**src/rtl/ble_packet_sequencer_if.sv**
```systemverilog
// ble_packet_sequencer_if: recovered bit stream in, byte stream with valid/ready out
interface ble_packet_sequencer_if;
    logic       update;
    logic       value;
    logic [7:0] byte_out;
    logic       byte_valid;
    logic       byte_ready;
    logic       byte_last;
    modport master (output update, value, byte_ready, input byte_out, byte_valid, byte_last);
    modport slave  (input update, value, byte_ready, output byte_out, byte_valid, byte_last);
endinterface

```
**src/rtl/ble_packet_sequencer.sv**
```systemverilog
// ble_packet_sequencer: access-address search, packet framing, de-whitening and byte FIFO
module ble_packet_sequencer #(
    parameter logic [31:0] ACCESS_ADDR = 32'h8E89BED6,
    parameter int          AA_MAX_ERR  = 0,
    parameter int          MAX_LEN     = 37,
    parameter int          TIMEOUT     = 64,
    parameter int          FIFO_DEPTH  = 4
) (
    input  logic                         clk,
    input  logic                         rst,
    input  logic                         i_rx_en,
    input  logic                         i_dewhiten_en,
    input  logic [5:0]                   i_chan_idx,
    ble_packet_sequencer_if.slave        bif,
    output logic                         o_sync_det,
    output logic                         o_pkt_active,
    output logic                         o_pkt_done,
    output logic                         o_pkt_err,
    output logic [1:0]                   o_err_code
);
    localparam int AW = $clog2(FIFO_DEPTH);
    localparam int TW = $clog2(TIMEOUT + 1);
    typedef enum logic [1:0] {SEARCH, HEADER, PAYLOAD, CRC} state_t;
    state_t          r_state, w_state_n;
    logic            r_update_q, r_push, r_push_last, r_sync_det, r_pkt_err;
    logic [31:0]     r_sr;
    logic [6:0]      r_w;
    logic [2:0]      r_bit_cnt;
    logic [7:0]      r_byte, r_byte_cnt, r_len, r_push_data;
    logic [TW-1:0]   r_to_cnt;
    logic [1:0]      r_err_code, w_code;
    logic [8:0]      r_mem [FIFO_DEPTH];
    logic [AW-1:0]   r_wp, r_rp;
    logic [AW:0]     r_cnt;
    logic            w_bit, w_in_pkt, w_d, w_byte_done, w_match, w_sync, w_abort, w_last_byte;
    logic            w_to, w_push, w_pop, w_full, w_ovf, w_wr, w_flush, w_valid;
    logic [31:0]     w_sr_sh;
    logic [7:0]      w_byte;
    assign w_bit       = bif.update & ~r_update_q & i_rx_en;
    assign w_in_pkt    = r_state != SEARCH;
    assign w_d         = bif.value ^ (i_dewhiten_en & r_w[6]);
    assign w_byte      = {w_d, r_byte[7:1]};
    assign w_byte_done = w_bit & w_in_pkt & (r_bit_cnt == 3'd7);
    assign w_sr_sh     = {bif.value, r_sr[31:1]};
    assign w_match     = $countones(w_sr_sh ^ ACCESS_ADDR) <= AA_MAX_ERR;
    // a bit event in the cycle the counter expires keeps the packet alive
    assign w_to        = i_rx_en & w_in_pkt & ~w_bit & (r_to_cnt == TW'(TIMEOUT - 1));
    assign w_valid     = r_cnt != '0;
    assign w_push      = r_push & i_rx_en;
    assign w_pop       = w_valid & bif.byte_ready;
    assign w_full      = r_cnt == (AW + 1)'(FIFO_DEPTH);
    assign w_ovf       = w_push & w_full & ~w_pop;
    assign w_wr        = w_push & ~w_ovf;
    // a length abort keeps the FIFO so both header bytes still reach the consumer
    assign w_flush     = ~i_rx_en | w_to | w_ovf;
    always_comb begin
        w_state_n   = r_state;
        w_sync      = 1'b0;
        w_last_byte = 1'b0;
        w_abort     = 1'b0;
        w_code      = 2'd1;
        case (r_state)
            SEARCH: if (w_bit && w_match) begin
                w_state_n = HEADER;
                w_sync    = 1'b1;
            end
            HEADER: if (w_byte_done && r_byte_cnt == 8'd1) begin
                w_abort   = w_byte > 8'(MAX_LEN);
                w_state_n = w_abort ? SEARCH : (w_byte == 8'd0) ? CRC : PAYLOAD;
            end
            PAYLOAD: if (w_byte_done && r_byte_cnt == r_len - 8'd1) w_state_n = CRC;
            default: if (w_byte_done && r_byte_cnt == 8'd2) begin
                w_state_n   = SEARCH;
                w_last_byte = 1'b1;
            end
        endcase
        if (w_to || w_ovf) begin
            w_abort   = 1'b1;
            w_code    = w_ovf ? 2'd3 : 2'd2;
            w_state_n = SEARCH;
            w_sync    = 1'b0;
        end
        if (!i_rx_en) w_state_n = SEARCH;
    end
    always_ff @(posedge clk) begin
        if (rst) begin
            r_state     <= SEARCH;
            r_update_q  <= 1'b0;
            r_sync_det  <= 1'b0;
            r_pkt_err   <= 1'b0;
            r_err_code  <= 2'd0;
            r_sr        <= '0;
            r_w         <= '0;
            r_bit_cnt   <= '0;
            r_byte      <= '0;
            r_byte_cnt  <= '0;
            r_len       <= '0;
            r_push      <= 1'b0;
            r_push_data <= '0;
            r_push_last <= 1'b0;
            r_to_cnt    <= '0;
            r_wp        <= '0;
            r_rp        <= '0;
            r_cnt       <= '0;
        end else begin
            r_state     <= w_state_n;
            r_update_q  <= bif.update;
            r_sync_det  <= w_sync;
            r_pkt_err   <= w_abort;
            r_err_code  <= w_abort ? w_code : w_sync ? 2'd0 : r_err_code;
            r_sr        <= (w_in_pkt || !i_rx_en || w_abort) ? '0 : w_bit ? w_sr_sh : r_sr;
            r_w         <= w_sync ? {i_chan_idx[0], i_chan_idx[1], i_chan_idx[2], i_chan_idx[3],
                                     i_chan_idx[4], i_chan_idx[5], 1'b1}
                         : (w_bit && w_in_pkt) ? {r_w[5], r_w[4], r_w[3] ^ r_w[6], r_w[2], r_w[1], r_w[0], r_w[6]}
                         : r_w;
            r_bit_cnt   <= w_sync ? '0 : (w_bit && w_in_pkt) ? r_bit_cnt + 3'd1 : r_bit_cnt;
            r_byte      <= (w_bit && w_in_pkt) ? w_byte : r_byte;
            r_byte_cnt  <= w_sync ? '0 : w_byte_done ? ((w_state_n != r_state) ? '0 : r_byte_cnt + 8'd1) : r_byte_cnt;
            r_len       <= (w_byte_done && r_state == HEADER && r_byte_cnt == 8'd1) ? w_byte : r_len;
            r_push      <= w_byte_done;
            r_push_data <= w_byte;
            r_push_last <= w_last_byte;
            r_to_cnt    <= w_bit ? TW'(1) : w_in_pkt ? r_to_cnt + TW'(1) : '0;
            r_wp        <= w_flush ? '0 : r_wp + AW'(w_wr);
            r_rp        <= w_flush ? '0 : r_rp + AW'(w_pop);
            r_cnt       <= w_flush ? '0 : r_cnt + (AW + 1)'(w_wr) - (AW + 1)'(w_pop);
        end
    end
    always_ff @(posedge clk) begin
        if (w_wr) r_mem[r_wp] <= {r_push_last, r_push_data};
    end
    assign bif.byte_valid = w_valid;
    assign bif.byte_out   = w_valid ? r_mem[r_rp][7:0] : 8'd0;
    assign bif.byte_last  = w_valid & r_mem[r_rp][8];
    assign o_sync_det     = r_sync_det;
    assign o_pkt_active   = w_in_pkt;
    assign o_pkt_done     = r_push_last & w_wr;
    assign o_pkt_err      = r_pkt_err;
    assign o_err_code     = r_err_code;
endmodule

```
**src/flat_wrapper.sv**
```systemverilog
// flat-port wrapper written by rule: the top's interface ports become plain ports
module ble_packet_sequencer_flat 
#(
    parameter logic [31:0] ACCESS_ADDR = 32'h8E89BED6,
    parameter int          AA_MAX_ERR  = 0,
    parameter int          MAX_LEN     = 37,
    parameter int          TIMEOUT     = 64,
    parameter int          FIFO_DEPTH  = 4
)
  (clk, rst, i_rx_en, i_dewhiten_en, i_chan_idx, o_sync_det, o_pkt_active, o_pkt_done, o_pkt_err, o_err_code, bif_update, bif_value, bif_byte_ready, bif_byte_out, bif_byte_valid, bif_byte_last);
  ble_packet_sequencer_if bif_i ();
  input  logic clk;
  input  logic rst;
  input  logic i_rx_en;
  input  logic i_dewhiten_en;
  input  logic [5:0] i_chan_idx;
  output logic o_sync_det;
  output logic o_pkt_active;
  output logic o_pkt_done;
  output logic o_pkt_err;
  output logic [1:0] o_err_code;
  input wire logic [$bits(bif_i.update)-1:0] bif_update;
  input wire logic [$bits(bif_i.value)-1:0] bif_value;
  input wire logic [$bits(bif_i.byte_ready)-1:0] bif_byte_ready;
  output wire logic [$bits(bif_i.byte_out)-1:0] bif_byte_out;
  output wire logic [$bits(bif_i.byte_valid)-1:0] bif_byte_valid;
  output wire logic [$bits(bif_i.byte_last)-1:0] bif_byte_last;
  assign bif_i.update = bif_update;
  assign bif_i.value = bif_value;
  assign bif_i.byte_ready = bif_byte_ready;
  assign bif_byte_out = bif_i.byte_out;
  assign bif_byte_valid = bif_i.byte_valid;
  assign bif_byte_last = bif_i.byte_last;
  ble_packet_sequencer #(.ACCESS_ADDR(ACCESS_ADDR), .AA_MAX_ERR(AA_MAX_ERR), .MAX_LEN(MAX_LEN), .TIMEOUT(TIMEOUT), .FIFO_DEPTH(FIFO_DEPTH)) u_core (.clk(clk), .rst(rst), .i_rx_en(i_rx_en), .i_dewhiten_en(i_dewhiten_en), .i_chan_idx(i_chan_idx), .bif(bif_i), .o_sync_det(o_sync_det), .o_pkt_active(o_pkt_active), .o_pkt_done(o_pkt_done), .o_pkt_err(o_pkt_err), .o_err_code(o_err_code));
endmodule
```
**config.mk**
```make
export PLATFORM = sky130hd
export DESIGN_NAME = ble_packet_sequencer_flat
export DESIGN_NICKNAME = d
export VERILOG_FILES = /design/src/rtl/ble_packet_sequencer_if.sv /design/src/rtl/ble_packet_sequencer.sv /design/src/flat_wrapper.sv
export SDC_FILE = /design/constraint.sdc
export NUM_CORES = 1
export LEC_CHECK = 0
export ABC_AREA = 1
export BUFFER_PORTS_ARGS = -buffer_cell sky130_fd_sc_hd__clkbuf_2
export CAP_MARGIN = 15
export CORE_UTILIZATION = 40
export DETAILED_ROUTE_END_ITERATION = 10
export PLACE_DENSITY = 0.65
export SETUP_SLACK_MARGIN = 0.05
export SKIP_LAST_GASP = 1
export SLEW_MARGIN = 10
export SYNTH_ARGS = -nofsm -noshare
export SYNTH_HDL_FRONTEND = slang
export SYNTH_SLANG_ARGS = --single-unit
```
**constraint.sdc**
```tcl
create_clock -name clk -period 6.9 [get_ports clk]
set_clock_uncertainty 0.2 [all_clocks]
set_input_delay 1.725 -clock clk [delete_from_list [all_inputs] [get_ports clk]]
set_output_delay 1.725 -clock clk [all_outputs]
set_load 0.02 [all_outputs]
```
==> qor.csv, run 1 <==
stage,metric,value,unit
outcome,status,finished clean,
final_layout,layout cells sized above 1,11.71,%
logic_synthesis,Synth top area share,28.54,%
floorplanning,die area,17180,sq um
sta,final hold vios,0,
logic_synthesis,"Avg Cell Area, Syn",8.487,sq um
logic_synthesis,Yosys cell types,39,
placement,GPL Wtd Cong,0.7927,
sta,Final period util,91.90,%
route,drc violations,0,
sta,Slew HR,27.66,%
route,"antenna viol nets, final",0,
critical_path,Critical Path Sink Type,flip-flop,
critical_path,CP max stage cell,fa_1,
critical_path,critical path arrival,6.43,ns
critical_path,crit path max fanout,7,
clock_tree,Clock Tree Root,clkbuf_16,
logic_synthesis,"Top FF cell, synth",dfxtp_1,
placement,port bufs,28,
sta,RSZ-0062 raised after global routing,no,
sta,Worst Hold Slack,0.2659,ns
grt,first-pass GRT wire length,21710,microns
route,Total Routed Length,12470,microns
logic_synthesis,post-synthesis sequential element count,131,
grt,largest net degree at the start of global routing,35,
floorplanning,die height,131.1,microns
sta,final worst slack,0.5589,ns
grt,vias in the first global route,4654,
floorplanning,Die X,131.1,microns
final_layout,Final Util,47.15,%
logic_synthesis,Yosys top cell by area,dfxtp_1,
grt,initial antenna violation count,0,
sta,Final Setup Violations,0,
clock_tree,CTS tree,done,
floorplanning,Core ar.,16060,sq um
clock_tree,CTS buffer count,17,
critical_path,Critical Path Start Type,primary input,
route,Detailed Routing Iterations Pass 1,4,
logic_synthesis,Post-Syn Area,6663,sq um
critical_path,Slowest Stage Delay on Critical Path,0.51,ns
clock_tree,CTS hold repair buffers,0,
hold_path,Hold Path Class,reg -> reg,
placement,Cells after DPL,1012,
clock_tree,H-tree depth,4,
critical_path,CP cell instances,"clkbuf_2, inv_1, ha_1, inv_1, fa_1, fa_1, fa_1, fa_1, fa_1, inv_1, ha_1, inv_1, fa_1, nand3_1, or2_1, nor2_8, buf_4, a21oi_2, a21oi_1, nor2_1",
clock_tree,worst skew pair latency,0.42,ns
logic_synthesis,"Seq/Total Area, Yosys",44.77,%
logic_synthesis,Synth area leaders,"dfxtp_1, edfxtp_1, nand2_1",
final_layout,area growth from synthesis to layout,13.63,%
power_and_ir_drop,Worst VDD drop,0.1532,mV
critical_path,"most used cell, CP",fa_1,
floorplanning,Starting Density,41.49,%
final_layout,"most common cell after layout, fill and taps aside",nand2_1,
power_and_ir_drop,Leak,3.167,nW
sta,fmax,157.7,MHz
sta,Final min period,6.341,ns
logic_synthesis,Post-Syn Instances,785,
critical_path,Crit Path Class,in -> reg,
placement,HPWL after detailed placement,8709,microns
logic_synthesis,async set-reset flop share out of synthesis,0,%
placement,area of placed instances,7028,sq um
final_layout,most frequent cells in the layout,"nand2_1, inv_1, dfxtp_1",
logic_synthesis,Synth Net Count,860,
clock_tree,# Post-CTS Setup Buffers,0,
placement,pre-CTS setup slack,0.1267,ns
power_and_ir_drop,P per Cell Area,220.3,nW/um^2
floorplanning,Rows,46,
route,Via density,4.624,
clock_tree,Max Root-Sink Buffers,2,
final_layout,Ant. Diodes,0,
route,drt wl/cell,11.95,microns
grt,total track usage,16.50,%
logic_synthesis,Synthesis Warnings,0,
sta,Worst-Margin Slew,1.083,ns
clock_tree,post_cts resized,0,
job,max-cap violations,0,
final_layout,Finished Cell Area,7571,sq um
sta,"Slew Viols, Final",0,
grt,GRT overflow,0,
final_layout,Nets,890,
logic_synthesis,number of synthesized flops with an enable pin,36,
route,starting DRC count in detailed routing,153,
final_layout,final cell count without fillers,1044,
floorplanning,IO Pins,29,
clock_tree,# clock sinks,131,
route,vias,4827,
power_and_ir_drop,Tot Pwr,1.668,mW
clock_tree,"CTS clk-pin slew, worst paths",0.06,ns
critical_path,Worst EP required,6.99,ns
sta,final setup TNS,0,ns
sequential cells by signal, indices dropped and copies added (netlist names):
signal	flops
u_core.r_mem	36
u_core.r_sr	31
u_core.r_byte_cnt	8
u_core.r_len	8
u_core.r_push_data	8
u_core.r_byte	7
u_core.r_to_cnt	7
u_core.r_w	7
u_core.r_bit_cnt	3
u_core.r_cnt	3
u_core.o_err_code	2
u_core.r_rp	2
u_core.r_state	2
u_core.r_wp	2
u_core.o_pkt_err	1
u_core.o_sync_det	1
u_core.r_push	1
u_core.r_push_last	1
u_core.r_update_q	1
where the power goes:
part	leakage (nW)	switching, mW	total, mW	internal, mW
combinational	1.78	0.0368	0.0545	0.0177
clock	0.271	0.359	0.825	0.467
sequential	1.11	0.00105	0.788	0.787
total	3.17	0.396	1.67	1.27
cells by family after synthesis:
kind of cell | after synthesis | share of synthesized area, %
and+or+nand+nor | 309 | 20.83
buffers and inverters | 149 | 8.413
DFF | 131 | 44.77
AOI/OAI and AO/OA | 116 | 8.939
adders and majority gates | 62 | 14.69
xor gates and xnor gates | 18 | 2.366
area by class of cell:
class,instances,area (sq um)
Multi-Input combinational cell,505,3124
Clock buffer,17,425.4
Fill cell,1551,8487
Clock inverter,15,117.6
Inverter,128,480.5
Timing Repair Buffer,32,170.2
Tap cell,216,270.3
Sequential cell,131,2983
worst max-delay path, delay by kind of cell:
kind                       cells  cell delay (ns)
AOI/OAI and AO/OA              2             0.32
buffers and inverters          6             0.49
adders and majority gates      8             3.36
and+or+nand+nor                4             0.53
per-layer routing:
metal  GRT usage [%]  up-vias  share of wire, %
met5               0        -                 0
met4           7.167        0               2.0
met3           3.815       20               3.1
met2           26.17       60                45
met1           21.54     2204                50
li1                -     2543                 -
Yosys cell counts (2+ instances only):
master and n:
nand3_1 25, a31oi_1 5, nor2_1 94, xnor2_1 10
fa_1 27, nand2_4 2, nand2_2 4, nor3_1 6
nand3_2 2, or2_2 2, inv_2 4, clkbuf_1 19
nor3_2 2, nor2_4 2, clkinv_1 2, dfxtp_1 95
nor2_2 8, a21oi_1 68, inv_1 122, xor2_1 8
edfxtp_1 36, nand2_1 149, o21ai_0 40, nor2_8 2
nand4_1 3, ha_1 35
worst paths after layout:
kind	start	to	slack, ns	depth (start not counted)
max	bif_value	u_core.r_w[4]$_SDFFE_PP0P_	0.56	20
min	u_core.r_bit_cnt[1]$_SDFFE_PP0P_	u_core.r_bit_cnt[1]$_SDFFE_PP0P_	0.27	2
max reg2reg	u_core.r_sr[26]$_SDFFE_PP0P_	u_core.r_w[4]$_SDFFE_PP0P_	1.60	19
min reg2reg	u_core.r_bit_cnt[1]$_SDFFE_PP0P_	u_core.r_bit_cnt[1]$_SDFFE_PP0P_	0.27	2
Power figures use the tool's default switching activity.
==> run 2, diff against run 1 <==
--- a/config.mk
+++ b/config.mk
@@ -5,7 +5,6 @@
 export SDC_FILE = /design/constraint.sdc
 export NUM_CORES = 1
 export LEC_CHECK = 0
-export ABC_AREA = 1
 export BUFFER_PORTS_ARGS = -buffer_cell sky130_fd_sc_hd__clkbuf_2
 export CAP_MARGIN = 15
 export CORE_UTILIZATION = 40
==> qor.csv, run 2 <==
stage,metric,value,unit,change
sta,final setup TNS,0,ns,unchanged
logic_synthesis,top-count cell post-synth,nand2_1,,unchanged
placement,pre-CTS setup slack,-0.2159,ns,was 0.1267 ns
critical_path,worst path bufs/invs,5,,was 6
power_and_ir_drop,Sw Pwr,0.3783,mW,was 0.3965 mW
logic_synthesis,Post-Syn Area,6460,sq um,was 6663 sq um
grt,initial antenna violation count,0,,unchanged
outcome,status,finished clean,,unchanged
placement,GPL Wtd Cong,0.7616,,was 0.7927
route,starting DRC count in detailed routing,270,,was 153
grt,first-pass GRT wire length,21180,microns,was 21710 microns
logic_synthesis,Synthesis Warnings,0,,unchanged
grt,total track usage,16.48,%,was 16.50%
clock_tree,Max Root-Sink Buffers,2,,unchanged
route,Detailed Routing Iterations Pass 1,5,,was 4
floorplanning,Rows,46,,unchanged
critical_path,Slowest Stage Delay on Critical Path,0.57,ns,was 0.51 ns
power_and_ir_drop,Leak,2.853,nW,was 3.167 nW
sta,"Slew Viols, Final",0,,unchanged
final_layout,Ant. Diodes,0,,unchanged
final_layout,area growth from synthesis to layout,15.05,%,was 13.63%
final_layout,area of the multi-input gates,3114,sq um,was 3124 sq um
clock_tree,post_cts resized,0,,unchanged
logic_synthesis,Synth area leaders,"dfxtp_1, edfxtp_1, fa_1",,"was dfxtp_1, edfxtp_1, nand2_1"
logic_synthesis,Yosys cell types,44,,was 39
critical_path,Setup crit start,bif_value,,unchanged
critical_path,crit path max fanout,7,,unchanged
final_layout,FF+latch area,2983,sq um,unchanged
logic_synthesis,"Top FF cell, synth",dfxtp_1,,unchanged
final_layout,fill count,1480,,was 1551
sta,Final period util,95.83,%,was 91.90%
logic_synthesis,async set-reset flop share out of synthesis,0,%,unchanged
logic_synthesis,number of synthesized flops with an enable pin,36,,unchanged
final_layout,Nets,778,,was 890
power_and_ir_drop,Cell Int Power,1.308,mW,was 1.271 mW
route,Via density,4.837,,was 4.624
sta,RSZ-0062 raised after global routing,no,,unchanged
sta,Final min period,6.613,ns,was 6.341 ns
final_layout,Final Util,46.96,%,was 47.15%
power_and_ir_drop,P per Cell Area,226.9,nW/um^2,was 220.3 nW/um^2
route,vias,4508,,was 4827
hold_path,Worst Hold End,u_core.r_bit_cnt[2]$_SDFFE_PP0P_,,was u_core.r_bit_cnt[1]$_SDFFE_PP0P_
critical_path,R2R depth,18,,was 19
final_layout,Top reg by flops,u_core.r_mem,,unchanged
sta,Slew HR,28.68,%,was 27.66%
critical_path,Critical Path Start Type,primary input,,unchanged
floorplanning,die area,16660,sq um,was 17180 sq um
grt,vias in the first global route,4526,,was 4654
critical_path,r2r endpoint,u_core.r_byte_cnt[6]$_SDFFE_PP0P_,,was u_core.r_w[4]$_SDFFE_PP0P_
floorplanning,Starting Density,40.81,%,was 41.49%
clock_tree,CTS tree,done,,unchanged
sta,Worst Hold Slack,0.2561,ns,was 0.2659 ns
grt,GRT overflow,0,,unchanged
logic_synthesis,Yosys top cell by area,dfxtp_1,,unchanged
critical_path,CP max stage cell,or4_4,,was fa_1
critical_path,"most used cell, CP",fa_1,,unchanged
placement,port bufs,28,,unchanged
hold_path,Hold Path Class,reg -> reg,,unchanged
route,"antenna viol nets, final",0,,unchanged
sta,final worst slack,0.2875,ns,was 0.5589 ns
hold_path,Hold Path Origin,u_core.r_bit_cnt[2]$_SDFFE_PP0P_,,was u_core.r_bit_cnt[1]$_SDFFE_PP0P_
logic_synthesis,Synth Net Count,743,,was 860
critical_path,Worst EP required,7.04,ns,was 6.99 ns
grt,largest net degree at the start of global routing,45,,was 35
power_and_ir_drop,Sequential Power Share,46.8,%,was 47.3%
power_and_ir_drop,Sw Ratio,22.44,%,was 23.77%
critical_path,Crit Path Class,in -> reg,,unchanged
route,Total Routed Length,12290,microns,was 12470 microns
logic_synthesis,"Seq/Total Area, Yosys",46.17,%,was 44.77%
logic_synthesis,Synth top area share,29.44,%,was 28.54%
logic_synthesis,commonest cells in the netlist,"nand2_1, dfxtp_1, inv_1, a21oi_1, nor2_1",,"was nand2_1, inv_1, dfxtp_1, nor2_1, a21oi_1"
power_and_ir_drop,Combinational Power Share,3.1,%,was 3.3%
sta,Final Setup Violations,0,,unchanged
job,max-cap violations,0,,unchanged
power_and_ir_drop,Worst VDD drop,0.1857,mV,was 0.1532 mV
clock_tree,Clock Tree Root,clkbuf_16,,unchanged
critical_path,CP cell instances,"clkbuf_2, inv_1, ha_1, inv_1, fa_1, fa_1, fa_1, fa_1, fa_1, inv_1, ha_1, inv_1, fa_1, o2111ai_1, nor3_1, a211oi_1, a21oi_2, or4_4, a21oi_1",,"was clkbuf_2, inv_1, ha_1, inv_1, fa_1, fa_1, fa_1, fa_1, fa_1, inv_1, ha_1, inv_1, fa_1, nand3_1, or2_1, nor2_8, buf_4, a21oi_2, a21oi_1, nor2_1"
critical_path,Critical Path Sink Type,flip-flop,,unchanged
hold_path,Worst Hold Depth,2,,unchanged
clock_tree,# clock sinks,131,,unchanged
final_layout,final cell count without fillers,932,,was 1044
final_layout,layout cells sized above 1,12.43,%,was 11.71%
logic_synthesis,"Avg Cell Area, Syn",9.671,sq um,was 8.487 sq um
placement,HPWL after detailed placement,8816,microns,was 8709 microns
clock_tree,H-tree depth,4,,unchanged
sta,Worst-Margin Slew,1.067,ns,was 1.083 ns
floorplanning,Die X,129.1,microns,was 131.1 microns
clock_tree,CTS buffer count,17,,unchanged
power_and_ir_drop,clock network power share,50.1,%,was 49.5%
placement,Cells after DPL,900,,was 1012
sta,fmax,151.2,MHz,was 157.7 MHz
clock_tree,worst skew pair latency,0.42,ns,about the same
critical_path,r2r startpoint,u_core.r_sr[26]$_SDFFE_PP0P_,,unchanged
critical_path,critical path arrival,6.75,ns,was 6.43 ns
clock_tree,CTS hold repair buffers,0,,unchanged
final_layout,Regs by FF count,"u_core.r_mem: 36 flops, u_core.r_sr: 31 flops",,unchanged
route,drt wl/cell,13.19,microns,was 11.95 microns
logic_synthesis,post-synthesis sequential element count,131,,unchanged
clock_tree,# Post-CTS Setup Buffers,0,,unchanged
final_layout,max reg flops,36,,unchanged
route,drc violations,0,,unchanged
floorplanning,die height,129.1,microns,was 131.1 microns
clock_tree,"CTS clk-pin slew, worst paths",0.06,ns,about the same
critical_path,R2R Setup Slk,1.29,ns,was 1.60 ns
floorplanning,Core ar.,15830,sq um,was 16060 sq um
floorplanning,IO Pins,29,,unchanged
final_layout,most frequent cells in the layout,"nand2_1, dfxtp_1, inv_1",,"was nand2_1, inv_1, dfxtp_1"
critical_path,"delay-heaviest family, CP",adder cells,,unchanged
final_layout,"most common cell after layout, fill and taps aside",nand2_1,,unchanged
sta,final hold vios,0,,unchanged
logic_synthesis,Post-Syn Instances,668,,was 785
run 2: cell count changes after synthesis, moves of 9 or more:
| cell | delta |
|---|---|
| nor2_1 | -53 |
| inv_1 | -50 |
| o21ai_0 | -32 |
| nor2b_1 | +24 |
| nand2_1 | -23 |
| nand3_1 | -13 |
| xnor2_1 | +11 |
| a21oi_1 | -9 |
| mux4_2 | +9 |
run 2: power by group through the flow:
stage          Combinational [mW]  Clock [mW]  Sequential (mW)
2_1_floorplan              0.0368           0            0.805
3_3_place_gp               0.0509           0            0.805
3_5_place_dp               0.0526           0            0.805
4_1_cts                    0.0524       0.860            0.789
5_1_grt                    0.0588       0.891            0.788
6_report                   0.0521       0.846            0.789
run 2: worst max path at each step:
stage	to	slack [ns]	cells after the start
after global routing	u_core.r_byte_cnt[7]$_SDFFE_PP0P_	0.07	19
after floorplan	u_core.r_byte_cnt[1]$_SDFFE_PP0P_	0.09	19
final	u_core.r_byte_cnt[6]$_SDFFE_PP0P_	0.29	19
after global placement	u_core.r_byte_cnt[1]$_SDFFE_PP0P_	-0.03	19
after CTS	u_core.r_byte_cnt[6]$_SDFFE_PP0P_	0.21	20
after detailed placement	u_core.r_byte_cnt[6]$_SDFFE_PP0P_	-0.22	20
run 2: through the flow:
stage	area, sq um	power, mW
floorplan	6460	0.8418
global placement	6867	0.8561
detailed placement	6867	0.8578
CTS	7423	1.701
global route	7432	1.738
finish	7432	1.686
run 2: layout make-up:
cell class | count | share of cell area, %
Timing Repair Buffer | 41 | 3.199
Sequential cell | 131 | 40.13
Tap cell | 216 | 3.636
Clock buffer | 19 | 5.825
Multi-Input combinational cell | 440 | 41.90
Inverter | 72 | 3.636
Clock inverter | 13 | 1.667
run 2: cells by family after synthesis:
group	Yosys count	share of synthesized area, %
adders and majority gates	62	15.15
muxes	10	3.312
DFF	131	46.17
and+or+nand+nor	254	18.26
AOI/OAI and AO/OA	84	7.283
buffers and inverters	97	5.753
xor gates and xnor gates	30	4.068
run 2: worst reg2reg max path, stage by stage (launching register included):
cell and delay, ns:
dfxtp_1 0.34, inv_1 0.06, ha_1 0.28, inv_1 0.06, fa_1 0.45, fa_1 0.58, fa_1 0.45, fa_1 0.52
fa_1 0.55, inv_1 0.04, ha_1 0.20, inv_1 0.07, fa_1 0.41, o2111ai_1 0.14, nor3_1 0.11, a211oi_1 0.23
a21oi_2 0.10, or4_4 0.57, a21oi_1 0.18
run 2: routing by layer:
| metal | global-route usage, % | wire (microns) |
|---|---|---|
| met1 | 20.50 | 5841 |
| met2 | 27.60 | 5903 |
| met3 | 4.294 | 396 |
| met4 | 6.021 | 150 |
| met5 | 0 | 0 |
